$ cat src/rtl/bram_sd_sync.sv
// Backup-RAM <-> SD-image sector transfer controller for the save-slot path.
// Streams a 2^SEC_W-sector slot through the HPS sector buffer on load/save,
// writes a default header on format, tracks a dirty flag and runs autosave.
module bram_sd_sync #(
  parameter int                    SEC_W        = 4,
  parameter int                    SLOT_W       = 2,
  parameter int                    DW           = 16,
  parameter int                    BUF_AW       = 8,
  parameter int                    FMT_WORDS    = 4,
  parameter logic [FMT_WORDS*DW-1:0] FMT_PATTERN = 64'h8010_8800_4D42_5548,
  parameter logic [23:0]           AUTOSAVE_DLY = 24'd5_000_000
) (
  input  logic                    clk_sys,
  input  logic                    reset,
  input  logic                    bk_ena,
  input  logic                    load_req,
  input  logic                    save_req,
  input  logic                    format_req,
  input  logic                    autosave_en,
  input  logic [SLOT_W-1:0]       slot,
  input  logic                    bram_wr,
  output logic [31:0]             sd_lba,
  output logic                    sd_rd,
  output logic                    sd_wr,
  input  logic                    sd_ack,
  input  logic [BUF_AW-1:0]       sd_buff_addr,
  input  logic [DW-1:0]           sd_buff_dout,
  input  logic                    sd_buff_wr,
  output logic [SEC_W+BUF_AW-1:0] ram_addr,
  output logic [DW-1:0]           ram_din,
  output logic                    ram_we,
  output logic                    busy,
  output logic                    loading,
  output logic                    dirty
);

  typedef enum logic [1:0] {
    ST_IDLE = 2'd0,
    ST_REQ  = 2'd1,
    ST_ACK  = 2'd2,
    ST_FMT  = 2'd3
  } state_t;

  state_t              state_r, state_nx_s;
  logic                load_q_r, save_q_r, fmt_q_r, ack_q_r, ack_qq_r;
  logic                load_rise_s, save_rise_s, fmt_rise_s, ack_rise_s, ack_fall_s;
  logic [SEC_W-1:0]    idx_r;
  logic [SLOT_W-1:0]   slot_r;
  logic                dir_r;
  logic [BUF_AW-1:0]   fmt_cnt_r;
  logic [23:0]         timer_r;
  logic                dirty_r, sd_rd_r, sd_wr_r;
  logic [31:0]         sd_lba_r;
  logic                start_s, start_dir_s, ack_seen_s, next_sec_s;
  logic                load_done_s, fmt_done_s, auto_ok_s, idx_last_s;

  assign load_rise_s = load_req & ~load_q_r;
  assign save_rise_s = save_req & ~save_q_r;
  assign fmt_rise_s  = format_req & ~fmt_q_r;
  // sd_ack is registered once before edge detection, so its edges act one cycle later
  assign ack_rise_s  = ack_q_r & ~ack_qq_r;
  assign ack_fall_s  = ~ack_q_r & ack_qq_r;
  assign idx_last_s  = (idx_r == {SEC_W{1'b1}});
  assign auto_ok_s   = (timer_r == 24'd0) & dirty_r & autosave_en & bk_ena;

  // Edge-detector history; reset loads current levels so no edge appears out of reset
  always_ff @(posedge clk_sys) begin
    if (reset) begin
      load_q_r <= load_req;
      save_q_r <= save_req;
      fmt_q_r  <= format_req;
      ack_q_r  <= sd_ack;
      ack_qq_r <= sd_ack;
    end else begin
      load_q_r <= load_req;
      save_q_r <= save_req;
      fmt_q_r  <= format_req;
      ack_q_r  <= sd_ack;
      ack_qq_r <= ack_q_r;
    end
  end

  // Controller state register
  always_ff @(posedge clk_sys) begin
    if (reset) begin
      state_r <= ST_IDLE;
    end else begin
      state_r <= state_nx_s;
    end
  end

  // Next-state and transfer strobes; IDLE priority is format > load > save > autosave
  always_comb begin
    state_nx_s  = state_r;
    start_s     = 1'b0;
    start_dir_s = 1'b0;
    ack_seen_s  = 1'b0;
    next_sec_s  = 1'b0;
    load_done_s = 1'b0;
    fmt_done_s  = 1'b0;
    case (state_r)
      ST_IDLE: begin
        if (fmt_rise_s) begin
          state_nx_s = ST_FMT;
        end else if (load_rise_s && bk_ena) begin
          start_s     = 1'b1;
          start_dir_s = 1'b1;
          state_nx_s  = ST_REQ;
        end else if ((save_rise_s && bk_ena) || auto_ok_s) begin
          start_s     = 1'b1;
          start_dir_s = 1'b0;
          state_nx_s  = ST_REQ;
        end else begin
          state_nx_s = ST_IDLE;
        end
      end
      ST_REQ: begin
        if (ack_rise_s) begin
          ack_seen_s = 1'b1;
          state_nx_s = ST_ACK;
        end else begin
          state_nx_s = ST_REQ;
        end
      end
      ST_ACK: begin
        if (ack_fall_s && idx_last_s) begin
          load_done_s = dir_r;
          state_nx_s  = ST_IDLE;
        end else if (ack_fall_s) begin
          next_sec_s = 1'b1;
          state_nx_s = ST_REQ;
        end else begin
          state_nx_s = ST_ACK;
        end
      end
      ST_FMT: begin
        if (fmt_cnt_r == BUF_AW'(FMT_WORDS - 1)) begin
          fmt_done_s = 1'b1;
          state_nx_s = ST_IDLE;
        end else begin
          state_nx_s = ST_FMT;
        end
      end
      default: begin
        state_nx_s = ST_IDLE;
      end
    endcase
  end

  // Sector sequencing: index, LBA and the rd/wr request lines
  always_ff @(posedge clk_sys) begin
    if (reset) begin
      idx_r    <= {SEC_W{1'b0}};
      slot_r   <= {SLOT_W{1'b0}};
      dir_r    <= 1'b0;
      sd_lba_r <= 32'd0;
      sd_rd_r  <= 1'b0;
      sd_wr_r  <= 1'b0;
    end else if (start_s) begin
      idx_r    <= {SEC_W{1'b0}};
      slot_r   <= slot;
      dir_r    <= start_dir_s;
      sd_lba_r <= {{(32-SLOT_W-SEC_W){1'b0}}, slot, {SEC_W{1'b0}}};
      sd_rd_r  <= start_dir_s;
      sd_wr_r  <= ~start_dir_s;
    end else if (ack_seen_s) begin
      sd_rd_r <= 1'b0;
      sd_wr_r <= 1'b0;
    end else if (next_sec_s) begin
      idx_r    <= idx_r + {{(SEC_W-1){1'b0}}, 1'b1};
      sd_lba_r <= sd_lba_r + 32'd1;
      sd_rd_r  <= dir_r;
      sd_wr_r  <= ~dir_r;
    end else begin
      idx_r <= idx_r;
    end
  end

  // Format word counter runs only while in FMT and restarts at zero on entry
  always_ff @(posedge clk_sys) begin
    if (reset) begin
      fmt_cnt_r <= {BUF_AW{1'b0}};
    end else if (state_r == ST_FMT) begin
      fmt_cnt_r <= fmt_cnt_r + {{(BUF_AW-1){1'b0}}, 1'b1};
    end else begin
      fmt_cnt_r <= {BUF_AW{1'b0}};
    end
  end

  // Dirty flag; core writes during a load are ignored since the core is held in reset
  always_ff @(posedge clk_sys) begin
    if (reset) begin
      dirty_r <= 1'b0;
    end else if (fmt_done_s) begin
      dirty_r <= 1'b1;
    end else if (load_done_s) begin
      dirty_r <= 1'b0;
    end else if (bram_wr && !loading) begin
      dirty_r <= 1'b1;
    end else if (start_s && !start_dir_s) begin
      dirty_r <= 1'b0;
    end else begin
      dirty_r <= dirty_r;
    end
  end

  // Autosave idle timer: reload on every core write, count down to zero otherwise
  always_ff @(posedge clk_sys) begin
    if (reset) begin
      timer_r <= AUTOSAVE_DLY;
    end else if (bram_wr) begin
      timer_r <= AUTOSAVE_DLY;
    end else if (timer_r != 24'd0) begin
      timer_r <= timer_r - 24'd1;
    end else begin
      timer_r <= timer_r;
    end
  end

  // RAM port-B steering: header words in FMT, HPS buffer writes during a load
  always_comb begin
    ram_addr = {idx_r, sd_buff_addr};
    ram_din  = sd_buff_dout;
    ram_we   = sd_buff_wr & sd_ack & dir_r & (state_r != ST_IDLE);
    if (state_r == ST_FMT) begin
      ram_addr = {{SEC_W{1'b0}}, fmt_cnt_r};
      ram_din  = FMT_PATTERN[fmt_cnt_r*DW +: DW];
      ram_we   = 1'b1;
    end else begin
      ram_we = sd_buff_wr & sd_ack & dir_r & (state_r != ST_IDLE);
    end
  end

  assign sd_lba  = sd_lba_r;
  assign sd_rd   = sd_rd_r;
  assign sd_wr   = sd_wr_r;
  assign dirty   = dirty_r;
  assign busy    = (state_r != ST_IDLE);
  assign loading = (state_r != ST_IDLE) & dir_r & (state_r != ST_FMT);

endmodule

$ cat config.mk
export PLATFORM = sky130hd
export DESIGN_NAME = bram_sd_sync
export DESIGN_NICKNAME = d
export VERILOG_FILES = /design/src/rtl/bram_sd_sync.sv
export SDC_FILE = /design/constraint.sdc
export NUM_CORES = 1
export LEC_CHECK = 0
export ABC_AREA = 1
export BUFFER_PORTS_ARGS = -buffer_cell sky130_fd_sc_hd__buf_4
export CORE_MARGIN = 3
export CORE_UTILIZATION = 53
export DETAILED_ROUTE_END_ITERATION = 10
export GPL_ROUTABILITY_DRIVEN = 0
export PLACE_DENSITY = 0.85
export SYNTH_ARGS = -nofsm -noshare
export SYNTH_HDL_FRONTEND = slang
export SYNTH_SLANG_ARGS = --single-unit
$ cat constraint.sdc
create_clock -name clk_sys -period 4.2 [get_ports clk_sys]
set_input_delay 0.21 -clock clk_sys [delete_from_list [all_inputs] [get_ports clk_sys]]
set_output_delay 0.21 -clock clk_sys [all_outputs]
set_load 0.05 [all_outputs]
After elaboration in Yosys (flattened, before gate mapping)
Cells that the tools add are included.

operators by class
  shifts and indexed selects = 1
  bitwise gates (word level) = 22
  add/sub/neg operators = 4
  muxes and demuxes = 41
  equal/unequal tests = 7
  reductions and logical operators = 20

operator list
  operator                     count
  $shiftx A64 B13 Y16 const A  1
  $add A32 B1 Y32 const B      1
  $mux W1                      30
  $logic_not A24 Y1            1
  $reduce_bool A24 Y1          1
  $sub A24 B1 Y24 const B      1
  $mux W6                      3
  $mux W16                     1
  $and A1 B1 Y1                13
  $mux W12                     1
  $mux W2                      5
  $not A1 Y1                   9
  $add A8 B1 Y8 const B        1
  $eq A8 B2 Y1 const B         1
  $pmux W2 S4                  1
  $reduce_or A2 Y1             3
  $logic_and A1 B1 Y1          5
  $add A4 B1 Y4 const B        1
  $eq A2 B2 Y1 const B         2
  $eq A4 B4 Y1 const B         1
  $ne A2 B2 Y1 const B         2
  $reduce_and A2 Y1            2
  $reduce_bool A2 Y1           2
  $reduce_bool A4 Y1           1
  5 further kinds              6

storage, ports and cells
  bits in registers = 79
  input port bits = 36
  output and inout port bits = 66

Logic depth before layout (Yosys ltp)
Gate-level depths: netlist (run 1).

  depth in word-level cells = 14
  mapped depth = 13
  gate-level depth less buffers = 13

Least setup slack after synthesis (run 1)
No wires, ideal clock.

  kind = flip-flop to output port
  start point = register state_r[1]
  end point = output ram_we
  stages on the path, launching flop included = 5
  slack = 1.959 ns
  data arrival time = 2.031 ns
  cell sequence = dfxtp_1 inv_1 nand2_1 nand2_1 o21ai_0

between the ends
  cells in the longest elaborated chain, start to end = 3

ends and longest elaborated chain
  element                 RTL line  source
  start, declared         44        state_t state_r, state_nx_s;
  start signal, assigned  88        state_r <= state_nx_s;
  $reduce_bool A2 Y1      n/a
  named net busy          32        output logic busy,
  $and A1 B1 Y1           230       ram_we = sd_buff_wr & sd_ack & dir_r & (state_r != ST_IDLE);
  $mux W1                 225       if (state_r == ST_FMT) begin
  end, declared           31        output logic ram_we,

The timed path passes the listed nets, and every way through them passes these cells.

Worst setup path after layout (run 1)
  start point = register state_r[1]
  end point = output ram_din[4]

between the ends
  cells in the longest elaborated chain, start to end = 2

ends and longest elaborated chain
  element        RTL line  source
  $eq A2 B2 Y1   225
  $mux W16       225
  end, declared  30        output logic [DW-1:0] ram_din,

Every way passes these cells.

==> flow_summary.json, run 1 <==
{
  "relSlewSlack_pct": 44.2,
  "synth_seq_cells": 79,
  "clockRootBuffer": "clkbuf_8",
  "rows": 32,
  "avgSynthCellArea_sq_um": 6.71,
  "ys_seq_area_share_pct": 36.3,
  "fmax_mhz": 376,
  "die_w_um": 96.7,
  "drc": 0,
  "r2r-start": "state_r[1]",
  "use_met2_pct": 39.6,
  "grt_antenna_before_repair": 0,
  "path_clk_slew_ns": 0.08,
  "drt_iter0_drc": 277,
  "asyncSetResetFlopFracSynth_pct": 0,
  "numClockSinks": 79,
  "die_h_um": 96.7,
  "critical_path_arrival_ns": 2.45,
  "gr-usage-met1_pct": 29.7,
  "hold_viol_final": 0,
  "dp.cells": 840,
  "synth_warnings": 0,
  "setup-tns-final_ns": 0,
  "firstDrtPassIters": 5,
  "p_leak_nw": 2.34,
  "rsz0062_at_grt": "no",
  "viasPerCell": 5.28,
  "final_nets": 794,
  "synth_enable_flop_cells": 0,
  "max_cap_viol_count": 0,
  "ys.flop_type": "dfxtp_1",
  "syn_nets": 690,
  "grt_use_total_pct": 23.3,
  "io_buffers": 101,
  "post_drt_wl_per_cell_um": 13.0,
  "start_kind": "flop",
  "synth_cells": 649,
  "cts_resized": 0,
  "holdWs_ns": 0.107,
  "cp-startpoint": "state_r[1]",
  "worst_ep_required_time_ns": 3.99,
  "crit_path_max_fanout": 30,
  "synth_area_leaders": "dfxtp_1 (36%), nand2_1 (12%), nor2_1 (10%)",
  "r2r_cells": 4,
  "cts.htree.levels": 3,
  "ctsLongestPathBuffers": 2,
  "drv_slew": 0,
  "cp-endpoint": "ram_din[4]",
  "use_met3_pct": 6.27,
  "r2r_slack_ns": 1.99,
  "grt.overflow.total": 0,
  "clock_latency_ns": 0.36,
  "grt.busiest_layer": "met2",
  "pwr_density_cell_nw_per_um2": 312,
  "initial_core_util_pct": 55.5,
  "io-pin-count": 102,
  "ir_drop_mv": 0.233,
  "cts-buffers-inserted": 9,
  "setup_viol": 0,
  "dp_hpwl_mm": 8.48,
  "synth_top_area_cell": "dfxtp_1",
  "grt_pass1_wl_mm": 18.7,
  "end_kind": "output pin",
  "path_class": "flop to output pin",
  "skew_ns": 0.0104,
  "layoutNonFillerInstCount": 859,
  "setup_ws_ns": 1.54,
  "cts_tree": "yes",
  "synth_cell_types": 42,
  "yosysTopAreaCellShare_pct": 36.3,
  "num_vias": 4535,
  "power_mw": 1.69,
  "first_global_vias": 4182,
  "tightest_slew_ns": 0.833,
  "hold_depth": 2,
  "post-cts-setup-buffers": 0,
  "syn_to_final_growth_pct": 24.4,
  "fin_crit_ns": 2.66,
  "ant_nets": 0,
  "antenna_cells": 0,
  "drive_gt1_share_pct": 19.6,
  "r2r-end": "fmt_cnt_r[2]",
  "nFillCells": 687,
  "finalCritPeriodShare_pct": 63.3,
  "dieArea_sq_um": 9340,
  "wl_mm": 11.2,
  "place_ws_ns": 1.90,
  "hold_path.class": "input port to flop",
  "core_sq_um": 7850,
  "syn_area_sq_um": 4360,
  "outcome": "complete, no violations",
  "grt_max_degree": 33
}
==> routing by layer <==
| metal | vias to the layer above | share of wire, % |
|---|---|---|
| met4 | 0 | 0.94 |
| li1 | 2283 | - |
| met1 | 2062 | 42 |
| met5 | - | 0 |
| met2 | 178 | 49 |
| met3 | 12 | 7.7 |
==> worst max-delay path: stages, from the launching register on <==
cell and delay [ns]:
dfxtp_1 0.39, nand2_1 0.49, inv_1 0.61, nand2_1 0.15
o21ai_0 0.22, buf_4 0.23
==> worst min path at each step <==
stage	startpoint	endpoint	slack (ns)
floorplan	sd_ack	ack_q_r	0.24
global placement	save_req	save_q_r	0.32
detailed placement	save_req	save_q_r	0.33
CTS	reset	dirty	0.1
global route	reset	sd_lba[5]	0.12
finish	reset	dirty	0.11
==> synth_stat cells (3+ instances only) <==
cell type    n
nor3b_1      7
nor4_1       5
ha_1         5
o21ai_0     29
dfxtp_1     79
nand2_2      9
a21oi_1     27
nand3_1     31
nor2_2       6
nor3_1      14
buf_4        3
xnor2_1     14
inv_2        3
nand3b_1     6
inv_1       75
o21bai_1     3
o211ai_1     3
nor2_1     120
nand3_2      3
nand2_1    144
xor2_1      16
clkbuf_1     6
nand4_1     14
nor2_4       4
==> repair_timing <==
action | 4_1_cts | 5_1_grt
endpoints found under the hold margin | 4 | 0
endpoints found under the setup margin | 0 | 0
hold buffers | 4 | 0
==> sequential cells by signal, indices dropped and copies added (netlist names) <==
name,cells
sd_lba,32
timer_r,24
fmt_cnt_r,8
idx_r,4
state_r,2
ack_q_r,1
ack_qq_r,1
dir_r,1
dirty,1
fmt_q_r,1
load_q_r,1
save_q_r,1
sd_rd,1
sd_wr,1
==> per-stage QoR <==
stage                     util, %  area, sq um
after detailed placement     66.0         5180
final                        69.1         5420
after global routing         69.1         5420
after floorplan                 -         4360
after CTS                    69.1         5420
after global placement       66.0         5180
==> final cells by class <==
cell class | instances | area [sq um] | share of cell area, %
multi-input cells | 480 | 2420 | 44.7
flip-flops and latches | 79 | 1580 | 29.2
repair buffers | 105 | 798 | 14.7
inverters | 78 | 293 | 5.40
clock buffers | 12 | 155 | 2.86
well taps | 102 | 128 | 2.35
clock inverters | 3 | 42.5 | 0.785
==> placed cells by master (no fill, tap or decap), types with 3 or more instances in the layout <==
| cell type | instances |
|---|---|
| inv_2 | 3 |
| nor2_2 | 6 |
| o21bai_1 | 3 |
| xor2_1 | 16 |
| nand2_1 | 144 |
| clkbuf_8 | 11 |
| nor2_1 | 120 |
| inv_1 | 75 |
| nor3_1 | 14 |
| nand3_2 | 3 |
| nor3b_1 | 7 |
| nand4_1 | 14 |
| xnor2_1 | 14 |
| ha_1 | 5 |
| nor4_1 | 5 |
| dlygate4sd3_1 | 4 |
| nand2_2 | 9 |
| o211ai_1 | 3 |
| o21ai_0 | 29 |
| a21oi_1 | 27 |
| buf_4 | 101 |
| dfxtp_1 | 79 |
| nand3_1 | 31 |
| nand3b_1 | 6 |
| nor2_4 | 4 |
==> power breakdown <==
| group | switching [mW] | internal [mW] |
|---|---|---|
| clock | 0.270 | 0.303 |
| sequential | 0.0144 | 0.765 |
| combinational | 0.235 | 0.101 |
==> kinds of logic after synthesis <==
| kind of cell | after synthesis | synth area share, % |
|---|---|---|
| simple gates | 375 | 39.3 |
| compound gates | 70 | 8.88 |
| flops | 79 | 36.3 |
| xor+xnor | 30 | 6.03 |
| buf+inv | 90 | 8.07 |
| fa+ha+maj | 5 | 1.44 |
Note: power is estimated with default switching activity, not from simulation.
==> inputs of run 2 (changes only) <==
Settings changed: CORE_UTILIZATION 53 to 49, PLACE_DENSITY 0.85 to 0.83.
Clock period 4.2 ns to 2.35 ns, I/O delays scaled along.
==> run 2 against run 1 <==
  * Combinational power is 80% higher
  * Routed wire length is 1.5% higher
  * Sequential power is 79% higher
  * Utilization is 3.9 points lower
  * Die area is 7.7% higher
  * First-iteration DRC count is 29% lower
  * Clock power is 97% higher
  * Sequential cell count stayed put
  * Cell count is 0.93% higher
  * Critical path type unchanged
  * Largest cell class unchanged
  * Highest routed layer unchanged
==> flow_summary.json, run 2 (same netlist as run 1, synthesis figures left out) <==
{
  "cts-buffers-inserted": 9,
  "post-cts-setup-buffers": 0,
  "clockRootBuffer": "clkbuf_8",
  "path_cells": "nand2_1 -> buf_4 -> nor4_1 -> inv_1 -> o211ai_1 -> buf_4",
  "path_class": "flop to output pin",
  "max_cap_viol_count": 0,
  "fin_crit_ns": 2.02,
  "comb_power_share_pct": 19.4,
  "place_ws_ns": 0.483,
  "hold_viol_final": 0,
  "path_clk_slew_ns": 0.08,
  "io_buffers": 101,
  "skew_ns": 0.0127,
  "wl_mm": 11.4,
  "rows": 33,
  "grt_max_degree": 33,
  "mostFrequentLayoutCells": "nand2_1 (144), nor2_1 (120), buf_4 (104), dfxtp_1 (79), inv_1 (75)",
  "nFillCells": 748,
  "holdWs_ns": 0.0277,
  "numClockSinks": 79,
  "first_global_vias": 4275,
  "r2r_cells": 10,
  "cp_slowest_cell": "dfxtp_1",
  "stdcell_area_sq_um": 5490,
  "power_mw": 3.13,
  "internal-power_mw": 2.19,
  "relSlewSlack_pct": 67.6,
  "power_switching_share_pct": 30.2,
  "ant_nets": 0,
  "setup-tns-final_ns": 0,
  "layoutNonFillerInstCount": 867,
  "drv_slew": 0,
  "pwr-share-seq_pct": 44.6,
  "crit_family": "buffers and inverters",
  "power_frac_clock_pct": 36.0,
  "setup_ws_ns": 0.333,
  "crit_path_max_fanout": 26,
  "dieArea_sq_um": 10100,
  "drc": 0,
  "start_kind": "flop",
  "grt_antenna_before_repair": 0,
  "path_depth": 6,
  "grt_pass1_wl_mm": 19.2,
  "cpMostUsedCell": "buf_4",
  "grt.overflow.total": 0,
  "die_h_um": 100,
  "initial_core_util_pct": 51.7,
  "core_sq_um": 8420,
  "dp.cells": 847,
  "critical_path_arrival_ns": 1.90,
  "worst_ep_required_time_ns": 2.23,
  "pwr_density_cell_nw_per_um2": 570,
  "slowest_delay_ns": 0.38,
  "largest_reg_flops": 32,
  "drt_iter0_drc": 196,
  "placed_area_sq_um": 5230,
  "drive_gt1_share_pct": 20.1,
  "hold_path.class": "input port to flop",
  "viasPerCell": 5.22,
  "final_nets": 798,
  "p_sw_uw": 944,
  "io-pin-count": 102,
  "antenna_cells": 0,
  "layout_commonest_cell": "nand2_1",
  "post-route-util_pct": 65.2,
  "cts_tree": "yes",
  "cts.htree.levels": 3,
  "finalCritPeriodShare_pct": 85.8,
  "fmax_mhz": 496,
  "num_vias": 4528,
  "die_w_um": 100,
  "clock_latency_ns": 0.35,
  "hold_depth": 2,
  "rsz0062_at_grt": "no",
  "ctsLongestPathBuffers": 2,
  "r2r-start": "idx_r[1]",
  "tightest_slew_ns": 0.486,
  "syn_to_final_growth_pct": 26.1,
  "grt_use_total_pct": 22.8,
  "post_drt_wl_per_cell_um": 13.1,
  "p_leak_nw": 2.38,
  "cp-startpoint": "state_r[1]",
  "hp-start": "reset",
  "ir_drop_mv": 0.369,
  "dp_hpwl_mm": 8.76,
  "setup_viol": 0,
  "end_kind": "output pin",
  "outcome": "complete, no violations",
  "critPathBufInv": 3,
  "firstDrtPassIters": 4
}
run 2: changes by cell type in the layout (fill, tap and decap cells not counted):
cell,before,now
bufinv_16,1,2
buf_4,101,104
buf_12,0,1
clkinv_4,0,1
clkbuf_8,11,10
run 2: repair_timing:
item	in CTS	in global routing
hold endpoints to repair	5	0
hold buffers	4	0
resized for setup	0	0
run 2: power by group through the flow:
stage / clock network [mW] / logic [mW] / registers (mW)
6_report: 1.13 / 0.608 / 1.40
5_1_grt: 1.20 / 0.653 / 1.40
4_1_cts: 1.14 / 0.607 / 1.40
3_5_place_dp: 0 / 0.599 / 1.43
3_3_place_gp: 0 / 0.588 / 1.43
2_1_floorplan: 0 / 0.389 / 1.44
run 2: final cells by class:
class	instances	area (sq um)	area share (%)
Clock buffer	11	141	2.57
Inverter	78	293	5.33
Timing Repair Buffer	109	841	15.3
Tap cell	105	131	2.39
Sequential cell	79	1580	28.8
Multi-Input combinational cell	480	2420	44.1
Clock inverter	5	81.3	1.48
run 2: worst paths after layout:
path	end	slack, ns
hold / removal	dirty	0.03
hold reg to reg	fmt_cnt_r[6]	0.49
setup reg to reg	sd_lba[28]	0.43
setup / recovery	ram_din[11]	0.33
run 2: worst reg2reg max path: stages (launching register included):
cell and delay [ns]:
dfxtp_1 0.35, ha_1 0.21, nand3_1 0.12, nand2_2 0.24, nor3_4 0.27, nand3_2 0.16, nor2_4 0.15, nand2_2 0.08
o21bai_1 0.14, nand2_1 0.08, nor2_2 0.06
run 2: metal layers:
layer  track usage, %  part of all wire (%)
met1             28.8                    43
met2             39.3                    50
met3             4.93                   5.6
met4             6.42                   1.7
met5                0                     0
==> inputs of run 3 (changes only) <==
Settings changed: CORE_UTILIZATION 49 to 51, CTS_BUF_LIST set to sky130_fd_sc_hd__clkbuf_8, PLACE_DENSITY 0.83 to 0.85.
==> run 3 against run 2 <==
  * Utilization up 1.4 points
  * Clock power increased by 5%
  * Register-to-register slack got worse by 0.16 ns
  * Clock-buffer cell count is 1 lower
  * Via count increased by 1.5%
  * Sequential cell count unchanged
  * Largest power group unchanged
  * Highest routed layer unchanged
==> flow_summary.json, run 3 (same netlist as run 1, synthesis figures left out) <==
{
  "gr-usage-met1_pct": 29.9,
  "drt_iter0_drc": 258,
  "use_met3_pct": 5.38,
  "outcome": "complete, no violations",
  "use_met2_pct": 42.6,
  "path_clk_slew_ns": 0.08,
  "post-cts-setup-buffers": 0,
  "rows": 33,
  "stdcell_area_sq_um": 5500,
  "hp-start": "reset",
  "ir_drop_mv": 0.401,
  "first_global_vias": 4476,
  "dp.cells": 847,
  "holdPathEnd": "sd_lba[5]",
  "setup_ws_ns": 0.271,
  "largest_reg_flops": 32,
  "grt.overflow.total": 0,
  "r2r-start": "timer_r[0]",
  "tightest_slew_ns": 0.493,
  "die_w_um": 98.4,
  "numClockSinks": 79,
  "firstDrtPassIters": 8,
  "grt_max_degree": 28,
  "fmax_mhz": 481,
  "drv_slew": 0,
  "crit_path_max_fanout": 22,
  "pwr_density_cell_nw_per_um2": 582,
  "antenna_cells": 0,
  "rsz0062_at_grt": "no",
  "fin_crit_ns": 2.08,
  "ff_latch_area_sq_um": 1580,
  "final_nets": 798,
  "setup_viol": 0,
  "cp-startpoint": "timer_r[0]",
  "grt_pass1_wl_mm": 20.0,
  "grt.busiest_layer": "met2",
  "viasPerCell": 5.31,
  "r2r_slack_ns": 0.27,
  "nFillCells": 689,
  "skew_ns": 0.00671,
  "r2r_cells": 12,
  "ant_nets": 0,
  "start_kind": "flop",
  "dieArea_sq_um": 9680,
  "ctsHoldBuffers": 4,
  "hold_depth": 2,
  "hold_path.class": "input port to flop",
  "die_h_um": 98.4,
  "layoutNonFillerInstCount": 865,
  "p_leak_nw": 2.39,
  "cts_tree": "yes",
  "multi_input_area_sq_um": 2420,
  "num_vias": 4596,
  "layout_commonest_cell": "nand2_1",
  "cts.htree.levels": 3,
  "relSlewSlack_pct": 66.8,
  "io_buffers": 101,
  "core_sq_um": 8260,
  "critical_path_arrival_ns": 2.32,
  "syn_to_final_growth_pct": 26.3,
  "max_cap_viol_count": 0,
  "dp_hpwl_mm": 8.84,
  "post_drt_wl_per_cell_um": 13.6,
  "drive_gt1_share_pct": 20.0,
  "placed_area_sq_um": 5230,
  "r2r-end": "sd_lba[25]",
  "slowest_delay_ns": 0.37,
  "worst_ep_required_time_ns": 2.59,
  "hold_viol_final": 0,
  "mostFrequentLayoutCells": "nand2_1 (144), nor2_1 (120), buf_4 (104), dfxtp_1 (79), inv_1 (75)",
  "cts_resized": 0,
  "finalCritPeriodShare_pct": 88.5,
  "clock_latency_ns": 0.35,
  "path_cells": "inv_1 -> ha_1 -> nand3_1 -> nor2_1 -> nand4_1 -> nand2_1 -> nand2_1 -> nand2_2 -> nand2_4 -> nand2_2 -> buf_12 -> nor2_1",
  "cts-buffers-inserted": 9,
  "initial_core_util_pct": 52.7,
  "place_ws_ns": 0.394,
  "end_kind": "flop",
  "grt_antenna_before_repair": 0,
  "path_class": "flop to flop",
  "setup-tns-final_ns": 0,
  "ctsLongestPathBuffers": 2,
  "drc": 0,
  "grt_use_total_pct": 24.7,
  "clockRootBuffer": "clkbuf_8",
  "cp_slowest_cell": "dfxtp_1",
  "wl_mm": 11.8,
  "io-pin-count": 102
}
-- run 3: final cells by class --
class / count / share of cell area [%]
Multi-Input combinational cell: 480 / 44.0
Clock inverter: 4 / 1.73
Inverter: 78 / 5.32
Timing Repair Buffer: 109 / 15.3
Tap cell: 105 / 2.39
Clock buffer: 10 / 2.50
Sequential cell: 79 / 28.7
-- run 3: report_power, final --
part           total [mW]  internal (mW)  switching (mW)
Combinational       0.614          0.190           0.424
Sequential           1.40           1.37          0.0276
Clock                1.19          0.721           0.471
-- run 3: how the worst max path moves through the flow --
stage / end / cells past startpoint
floorplan: ram_we / 4
global placement: sd_lba[17] / 11
detailed placement: sd_lba[25] / 11
CTS: sd_lba[22] / 12
global route: ram_din[3] / 6
finish: sd_lba[25] / 12
-- run 3: stage by stage --
step	util [%]	hold WS, ns	power [mW]
2_1_floorplan	-	0.145	1.83
3_3_place_gp	63.3	0.232	2.02
3_5_place_dp	63.3	0.235	2.03
4_1_cts	66.6	0.0145	3.21
5_1_grt	66.6	0.0278	3.33
6_report	66.6	0.0305	3.20
-- run 3: metal layers --
layer	share of wire [%]	wire length (um)
met1	40	4770
met2	51	6000
met3	6.3	742
met4	2.5	291
met5	0	0
-- run 3: worst max-delay path, delay by kind of cell (launching register included) --
kind	cells	cell delay, ns
simple gates	9	1.06
buf+inv	2	0.35
flops	1	0.37
fa+ha+maj	1	0.19
